## src/rtl/clock_div_detector.sv

```systemverilog
// clock_div_detector: measures a power-of-two divided clock, recovers its divider select and reports lock.
// Optional: define CLK_DIV_DET_SYNC_EN to put a 2-flop synchronizer in front of the div_in sampling register.

module clock_div_detector #(
    parameter int MAX_SEL  = 15,
    parameter int LOCK_CNT = 2
) (
    input  logic               clk,
    input  logic               rst_n,
    input  logic               en,
    input  logic               div_in,
    output logic [4:0]         sel_out,
    output logic               locked,
    output logic [MAX_SEL+1:0] period_out,
    output logic               meas_stb,
    output logic               err,
    output logic               timeout
);

    localparam int unsigned      CNT_W   = MAX_SEL + 2;
    localparam int unsigned      MATCH_W = $clog2(LOCK_CNT + 1);
    localparam logic [CNT_W-1:0] MAX_P   = CNT_W'(1) << (MAX_SEL + 1);
    localparam logic [CNT_W-1:0] TO_CNT  = MAX_P + CNT_W'(1);
    localparam logic [CNT_W-1:0] CNT_SAT = '1;

    typedef enum logic [1:0] {SEEK, TRACK, LOCKED} state_t;

    state_t             state_q;
    logic               s_q, s_dly_q, samp, rise, legal;
    logic [CNT_W-1:0]   cnt_q, hcnt_q, cand_q, period_q;
    logic [MATCH_W-1:0] match_q, match_d;
    logic [4:0]         sel_q, p_log2;
    logic               locked_q, stb_q, err_q, to_q;

`ifdef CLK_DIV_DET_SYNC_EN
    logic [1:0] sync_q;

    always_ff @(posedge clk) begin
        if (!rst_n) sync_q <= '0;
        else        sync_q <= {sync_q[0], div_in};
    end
    assign samp = sync_q[1];
`else
    assign samp = div_in;
`endif

    // NOTE: non-blocking assignments in every clocked block so all registers update from pre-edge values.
    always_ff @(posedge clk) begin
        if (!rst_n) begin
            s_q     <= 1'b0;
            s_dly_q <= 1'b0;
        end else begin
            s_q     <= samp;
            s_dly_q <= s_q;
        end
    end

    assign rise = s_q & ~s_dly_q;

    // Period and high-time counters restart on every rise; at the next rise they hold P and H.
    always_ff @(posedge clk) begin
        if (!rst_n || !en) begin
            cnt_q  <= '0;
            hcnt_q <= '0;
        end else if (rise) begin
            cnt_q  <= CNT_W'(1);
            hcnt_q <= CNT_W'(1);
        end else begin
            if (cnt_q != CNT_SAT)         cnt_q  <= cnt_q + CNT_W'(1);
            if (s_q && hcnt_q != CNT_SAT) hcnt_q <= hcnt_q + CNT_W'(1);
        end
    end

    // NOTE: every combinational output is given a default first so no latch is inferred.
    always_comb begin
        p_log2 = '0;
        for (int i = 0; i < int'(CNT_W); i++) begin
            if (cnt_q[i]) p_log2 = 5'(i);
        end
        legal = (cnt_q >= CNT_W'(2)) && (cnt_q <= MAX_P) &&
                ((cnt_q & (cnt_q - CNT_W'(1))) == '0) && (hcnt_q == (cnt_q >> 1));
        match_d = ((match_q == '0) || (cnt_q == cand_q)) ? match_q + MATCH_W'(1) : MATCH_W'(1);
    end

    always_ff @(posedge clk) begin
        if (!rst_n) begin
            state_q  <= SEEK;
            match_q  <= '0;
            cand_q   <= '0;
            period_q <= '0;
            sel_q    <= '0;
            locked_q <= 1'b0;
            stb_q    <= 1'b0;
            err_q    <= 1'b0;
            to_q     <= 1'b0;
        end else begin
            stb_q <= 1'b0;
            err_q <= 1'b0;
            to_q  <= 1'b0;
            if (!en) begin
                state_q  <= SEEK;
                match_q  <= '0;
                locked_q <= 1'b0;
            end else begin
                case (state_q)
                    SEEK: begin
                        if (rise) state_q <= TRACK;
                    end
                    TRACK: begin
                        if (rise) begin
                            stb_q    <= 1'b1;
                            period_q <= cnt_q;
                            if (!legal) begin
                                err_q   <= 1'b1;
                                match_q <= '0;
                            end else begin
                                match_q <= match_d;
                                cand_q  <= cnt_q;
                                if (match_d >= MATCH_W'(LOCK_CNT)) begin
                                    state_q  <= LOCKED;
                                    locked_q <= 1'b1;
                                    sel_q    <= p_log2 - 5'd1;
                                end
                            end
                        end else if (cnt_q == TO_CNT) begin
                            to_q    <= 1'b1;
                            match_q <= '0;
                            state_q <= SEEK;
                        end
                    end
                    LOCKED: begin
                        if (rise) begin
                            stb_q    <= 1'b1;
                            period_q <= cnt_q;
                            if (!(legal && cnt_q == cand_q)) begin
                                err_q    <= 1'b1;
                                locked_q <= 1'b0;
                                state_q  <= TRACK;
                                match_q  <= legal ? MATCH_W'(1) : '0;
                                if (legal) cand_q <= cnt_q;
                            end
                        end else if (cnt_q == TO_CNT) begin
                            to_q     <= 1'b1;
                            locked_q <= 1'b0;
                            match_q  <= '0;
                            state_q  <= SEEK;
                        end
                    end
                    default: state_q <= SEEK;
                endcase
            end
        end
    end

    assign sel_out    = sel_q;
    assign locked     = locked_q;
    assign period_out = period_q;
    assign meas_stb   = stb_q;
    assign err        = err_q;
    assign timeout    = to_q;

endmodule

```

## config.mk

```make
export PLATFORM = sky130hd
export DESIGN_NAME = clock_div_detector
export DESIGN_NICKNAME = d
export VERILOG_FILES = /design/src/rtl/clock_div_detector.sv
export SDC_FILE = /design/constraint.sdc
export NUM_CORES = 1
export LEC_CHECK = 0
export ABC_AREA = 1
export CORE_UTILIZATION = 45
export CTS_CLUSTER_SIZE = 16
export DETAILED_ROUTE_END_ITERATION = 8
export GPL_TIMING_DRIVEN = 0
export RECOVER_POWER = 50
export REMOVE_ABC_BUFFERS = 1
export SLEW_MARGIN = 20
export SYNTH_ARGS = -nofsm -noshare
export SYNTH_HDL_FRONTEND = slang
export SYNTH_SLANG_ARGS = --single-unit
```

## constraint.sdc

```tcl
create_clock -name clk -period 2.86 [get_ports clk]
set_clock_uncertainty 0.05 [all_clocks]
set_input_delay 0.572 -clock clk [delete_from_list [all_inputs] [get_ports clk]]
set_output_delay 0.572 -clock clk [all_outputs]
set_load 0.01 [all_outputs]
```

==> Word level (Yosys, flattened, before mapping) <==
Cells that the tools add are included.
{ "word_totals": {"register_bits": 83, "inputBits": 4, "out_inout_bits": 26, "elab_cells": 127} }
{ "op_classes": {"add_sub_neg": 5, "n_lt_le_gt_ge": 3, "eq_ne": 17, "n_mux": 55, "n_bitwise": 6, "reduce_logical": 26} }
{ "ops": {"columns": ["op", "n"], "rows": [
  ["$mux 5", 14],
  ["$mux 17", 4],
  ["$add 17x1->17 const B", 2],
  ["$ne 17x17->1 const B", 2],
  ["$pmux 17 s2", 1],
  ["$mux 2", 14],
  ["$mux 1", 18],
  ["$and 17x17->17", 1],
  ["$eq 17x16->1", 1],
  ["$eq 17x17->1", 1],
  ["$eq 17x17->1 const B", 1],
  ["$ge 17x2->1 const B", 1],
  ["$le 17x17->1 const B", 1],
  ["$logic_not 17->1", 1],
  ["$sub 17x1->17 const B", 1],
  ["$ne 2x2->1 const B", 6],
  ["$ne 3x3->1 const B", 4],
  ["$reduce_and 5->1", 2],
  ["$pmux 2 s3", 1],
  ["$reduce_and 3->1", 2],
  ["$reduce_and 6->1", 1],
  ["$reduce_bool 2->1", 3],
  ["$logic_and 1x1->1", 5],
  ["$sub 5x1->5 const B", 1],
  ["other kinds (15)", 24]
]} }

==> Logic depth before layout (Yosys ltp) <==
{ "logic_depth": {"ltp_word": 17, "mapped_depth": 19, "mapped_depth_nobuf": 18} }

==> Least setup slack after synthesis <==
Ideal clock, no wire load.
{ "synth_path": {"path_kind": "register to register", "from": "register cnt_q[0]", "to": "register cnt_q[15]", "setup_ns": 0.124, "arrival_ns": 2.417, "required_time_ns": 2.686, "slack_ns": 0.269, "path_stages_with_launch": 20, "path_buffers": 1, "synth_period_minus_slack_ns": 2.591, "cell_sequence": "dfxtp_1 > ha_1 > inv_1 > nor3_1 > inv_1 > nor2_1 > inv_1 > nor4_1 > ha_1 > clkbuf_1 > nor4_1 > nand2_1 > nor2_1 > inv_1 > nor2_1 > inv_1 > nor2_1 > nand2_1 > o21ai_0 > a21oi_1"} }
{ "synth_between": {"elab_chain_len": 1, "elab_cells_between_ends": 2, "classes_between": "add/sub: 1; eq/ne: 1"} }
{ "synth_rtl": {"columns": ["element", "line", "rtl"], "rows": [
  ["from (decl)", "30", "logic [CNT_W-1:0] cnt_q, hcnt_q, cand_q, period_q;"],
  ["from (signal assigned)", "69", "if (cnt_q != CNT_SAT) cnt_q <= cnt_q + CNT_W'(1);"],
  ["$add 17x1->17 / $ne 17x17->1 (equally long branches)", "69", null]
]} }
Several ways; a longest one is shown, not always the timed one.
A chain may end at the register's enable or synchronous reset.

==> Worst setup path in the final report <==
{ "layout_path": {"from": "register hcnt_q[0]", "to": "register hcnt_q[15]"} }
{ "layout_between": {"elab_chain_len": 2, "elab_cells_between_ends": 3, "classes_between": "add/sub: 1; eq/ne: 1; reduce/logical: 1"} }
{ "layout_rtl": {"columns": ["element", "line", "rtl"], "rows": [
  ["from (decl)", "30", null],
  ["from (signal assigned)", "70", "if (s_q && hcnt_q != CNT_SAT) hcnt_q <= hcnt_q + CNT_W'(1);"],
  ["branches (longest 2 deep; another with $add 17x1->17)", null, null]
]} }
Several ways; the timed one is not identified.

==> summary.md <==
| Metric | Value |
|---|---|
| Status | `finished, final reports clean` |
| Pin count of the biggest net entering global routing | `25` |
| Vias per cell | `between 5 and 6` |
| Required time of the worst setup path | `3100 ps` |
| Worst skew pair latency | `~370 ps` |
| CTS tree | `done` |
| Clk pin slew, worst setup/hold paths | `approximately 80 ps` |
| DIE AREA | `about 11,000 um2` |
| Core ar. | `10,500 um2` |
| Synth Flop Type | `dfxtp_1` |
| Gate Count Post-Synth | `733` |
| Slew HR | `approximately 33%` |
| Vias in the first global route | `4,414` |
| Post-route cell area | `between 5000 and 6000 um2` |
| Crit-path max FO | `5` |
| Wire per inst | `roughly 15 um` |
| H-tree Lvls | `3` |
| Grt met3 use | `4.01%` |
| CTS Hold Bufs | `0` |
| Drt pass-1 iters | `5` |
| Final hold violation count | `0` |
| Final setup viols | `0` |
| Via count | `approximately 4,700` |
| Placer Congestion | `0.935` |
| PwrDens | `390 nW/um2` |
| Crit. End Element | `flop` |
| Number of routed nets with antenna violations | `0` |
| Sinks on Clock Net | `83` |
| Leak Pwr | `0.00251 uW` |
| Num CTS Buffers | `9` |
| Post-place instance area | `5230 um2` |
| Total gr overflow | `0` |
| Fillers | `1,063` |
| Clock Root Buffer | `clkbuf_8` |
| IO Port Bufs | `29` |
| Peak VDD IR | `0.000261 V` |
| Max-cap viol count | `0` |
| CTS max path bufs | `2` |
| Top Usage Layer GRT | `met2` |
| Worst slew pin tran | `~1000 ps` |
| Gr usage total | `between 20% and 30%` |
| CP Launch Type | `flop` |
| Hold Path Class | `reg2reg` |
| Post-Synthesis Cell Area | `approximately 4900 um2` |
| Ys async rst share | `0%` |
| Sequential element share of the synthesized area | `33.7%` |
| # diodes | `0` |
| Global routing usage on met2 | `41.5%` |
| I/O pins | `30` |
| Share of post-route cells with drive strength above 1 | `13.5%` |
| Initial Util | `between 40 and 50%` |
| Minimum clock period after layout | `2700 ps` |
| Number of DRC markers in iteration 0 | `300` |
| First-pass GRT wire length | `21.9 mm` |
| Post-DP HPWL | `just under 10 mm` |
| Synth cell types | `39` |
| Vert. Die Dim | `107 um` |
| Final worst-path cycle share | `94.5%` |
| Post-Route WL | `13.6 mm` |
| Initial antenna violation count | `0` |
| RSZ-0062 raised after global routing | `true` |
| Slew Viols, Final | `0` |
| Std cell rows | `37` |
| Post-synth EDFFs | `0` |
| Chip Width | `107 um` |
| Largest area contributor in the netlist | `dfxtp_1` |
| Drc violations | `0` |
| Fmax | `370 MHz` |
| Synth top area share | `33.7%` |
| Yosys warning total | `0` |
| Area growth, synth to finish | `13.5%` |
| Final net count | `769` |
| Top post-synthesis cells by area | `dfxtp_1, nand2_1, inv_1` |
| Core Util, Final | `between 50% and 60%` |
| Critical setup path kind | `reg2reg` |
| Arr. time, crit path | `2940 ps` |
| Met1 GRT Util | `32.6%` |
| Seq cells post-synth | `83` |
| Avg Inst Size Synth | `6.73 um2` |
layer usage:
layer | wire length (um) | share of wire [%]
met1 | 6130 | 45
met3 | 913 | 6.7
met4 | 292 | 2.1
met5 | 0 | 0
met2 | 6270 | 46
worst paths after layout:
check | slack [ps] | start | cells past startpoint | to
worst max register to register | 160 | hcnt_q[0] | 14 | hcnt_q[15]
worst min register to register | 390 | s_q | 2 | s_dly_q
worst max-delay path | 160 | hcnt_q[0] | 14 | hcnt_q[15]
worst min-delay path | 390 | s_q | 2 | s_dly_q
Yosys cell counts, types with 2 or more instances:
library cell and instances:
a211oi_2 17, xor2_1 7, nor2_2 12, nor2_4 6, nor4_1 4, buf_6 7, nor2_1 88, o21ai_0 43
nand3_1 29, a31oi_1 2, ha_1 13, a2111oi_0 3, nand2_2 6, buf_4 5, nand2_1 166, nand4_1 12
xnor2_1 8, nor3_1 21, inv_2 8, buf_2 3, dfxtp_1 83, inv_1 104, clkbuf_1 13, a21oi_1 58
critical path, stage by stage (launching register included):
cell and delay, ps:
dfxtp_1 360, ha_1 260, nand3_1 90, nor4_1 60, ha_1 210, nor2_4 140, inv_2 90, nor4_4 340
nand3_2 160, nor2_4 130, nand3_1 110, nor2_2 140, nand3_2 110, o21ai_1 160, nor3b_2 200
flip-flops by register name, summed over array words and instances, names as in the netlist:
name / cells
period_out: 17
s_dly_q: 1
hcnt_q: 17
s_q: 1
state_q: 2
meas_stb: 1
err: 1
timeout: 1
sel_out: 5
cand_q: 17
locked: 1
cnt_q: 17
match_q: 2
power breakdown:
group | switching (uW) | internal (uW) | total (uW) | leakage [uW]
Sequential | 10.4 | 1160 | 1180 | 0.000676
Combinational | 114 | 55.7 | 170 | 0.00174
Clock | 411 | 428 | 839 | 0.0000947
timing repair:
item	in CTS	in global routing
gates resized for setup	15	22
pin swaps	1	7
endpoints found under the setup margin	31	25
gates cloned	1	0
setup buffers	0	5
cell families (layout without fill, tap and decap cells):
| kind of cell | Yosys count | count (layout) | synth area share [%] |
|---|---|---|---|
| adders and majority gates | 13 | 13 | 3.30 |
| DFF | 83 | 83 | 33.7 |
| AOI/OAI and AO/OA | 129 | 129 | 16.3 |
| and+or+nand+nor | 352 | 353 | 31.8 |
| buffers and inverters | 141 | 164 | 12.3 |
| xor gates and xnor gates | 15 | 15 | 2.66 |
cells in the final DEF (no fill, tap or decap), drive strengths merged:
cell | synthesis | layout
a2111oi | 3 | 3
a211oi | 17 | 17
a21boi | 1 | 1
a21oi | 58 | 58
a31oi | 2 | 2
buf | 15 | 6
bufinv | 0 | 1
clkbuf | 13 | 14
clkdlybuf4s15 | 0 | 1
clkdlybuf4s50 | 0 | 2
clkinv | 1 | 2
clkinvlp | 0 | 1
dfxtp | 83 | 83
dlygate4sd3 | 0 | 26
ha | 13 | 13
inv | 112 | 111
nand2 | 172 | 172
nand3 | 30 | 30
nand3b | 1 | 1
nand4 | 14 | 15
nor2 | 106 | 106
nor3 | 21 | 21
nor3b | 1 | 1
nor4 | 5 | 5
o2111a | 1 | 1
o211ai | 1 | 1
o21a | 1 | 1
o21ai | 44 | 44
o31ai | 1 | 1
or2 | 1 | 1
or4 | 1 | 1
xnor2 | 8 | 8
xor2 | 7 | 7
per-stage QoR:
step,cells,total power [uW],setup slack (ps),setup TNS (ps),hold slack [ps]
2_1_floorplan,705,1310,336,0,369
3_3_place_gp,870,1360,-1480,-37250,374
3_5_place_dp,871,1360,-1080,-21540,382
4_1_cts,888,2190,21.4,0,393
5_1_grt,893,2260,-26.0,-37.7,423
6_report,893,2180,156,0,392
area by class of cell:
cell class	instances	area (um2)	area share (%)
clock inverter	2	35.0	0.625
inverter	113	429	7.66
tap	136	170	3.04
clock buffer	14	153	2.73
sequential	83	1680	30.0
timing repair buffer	35	357	6.37
multi-input combinational	510	2780	49.6
Power figures use the tool's default switching activity.
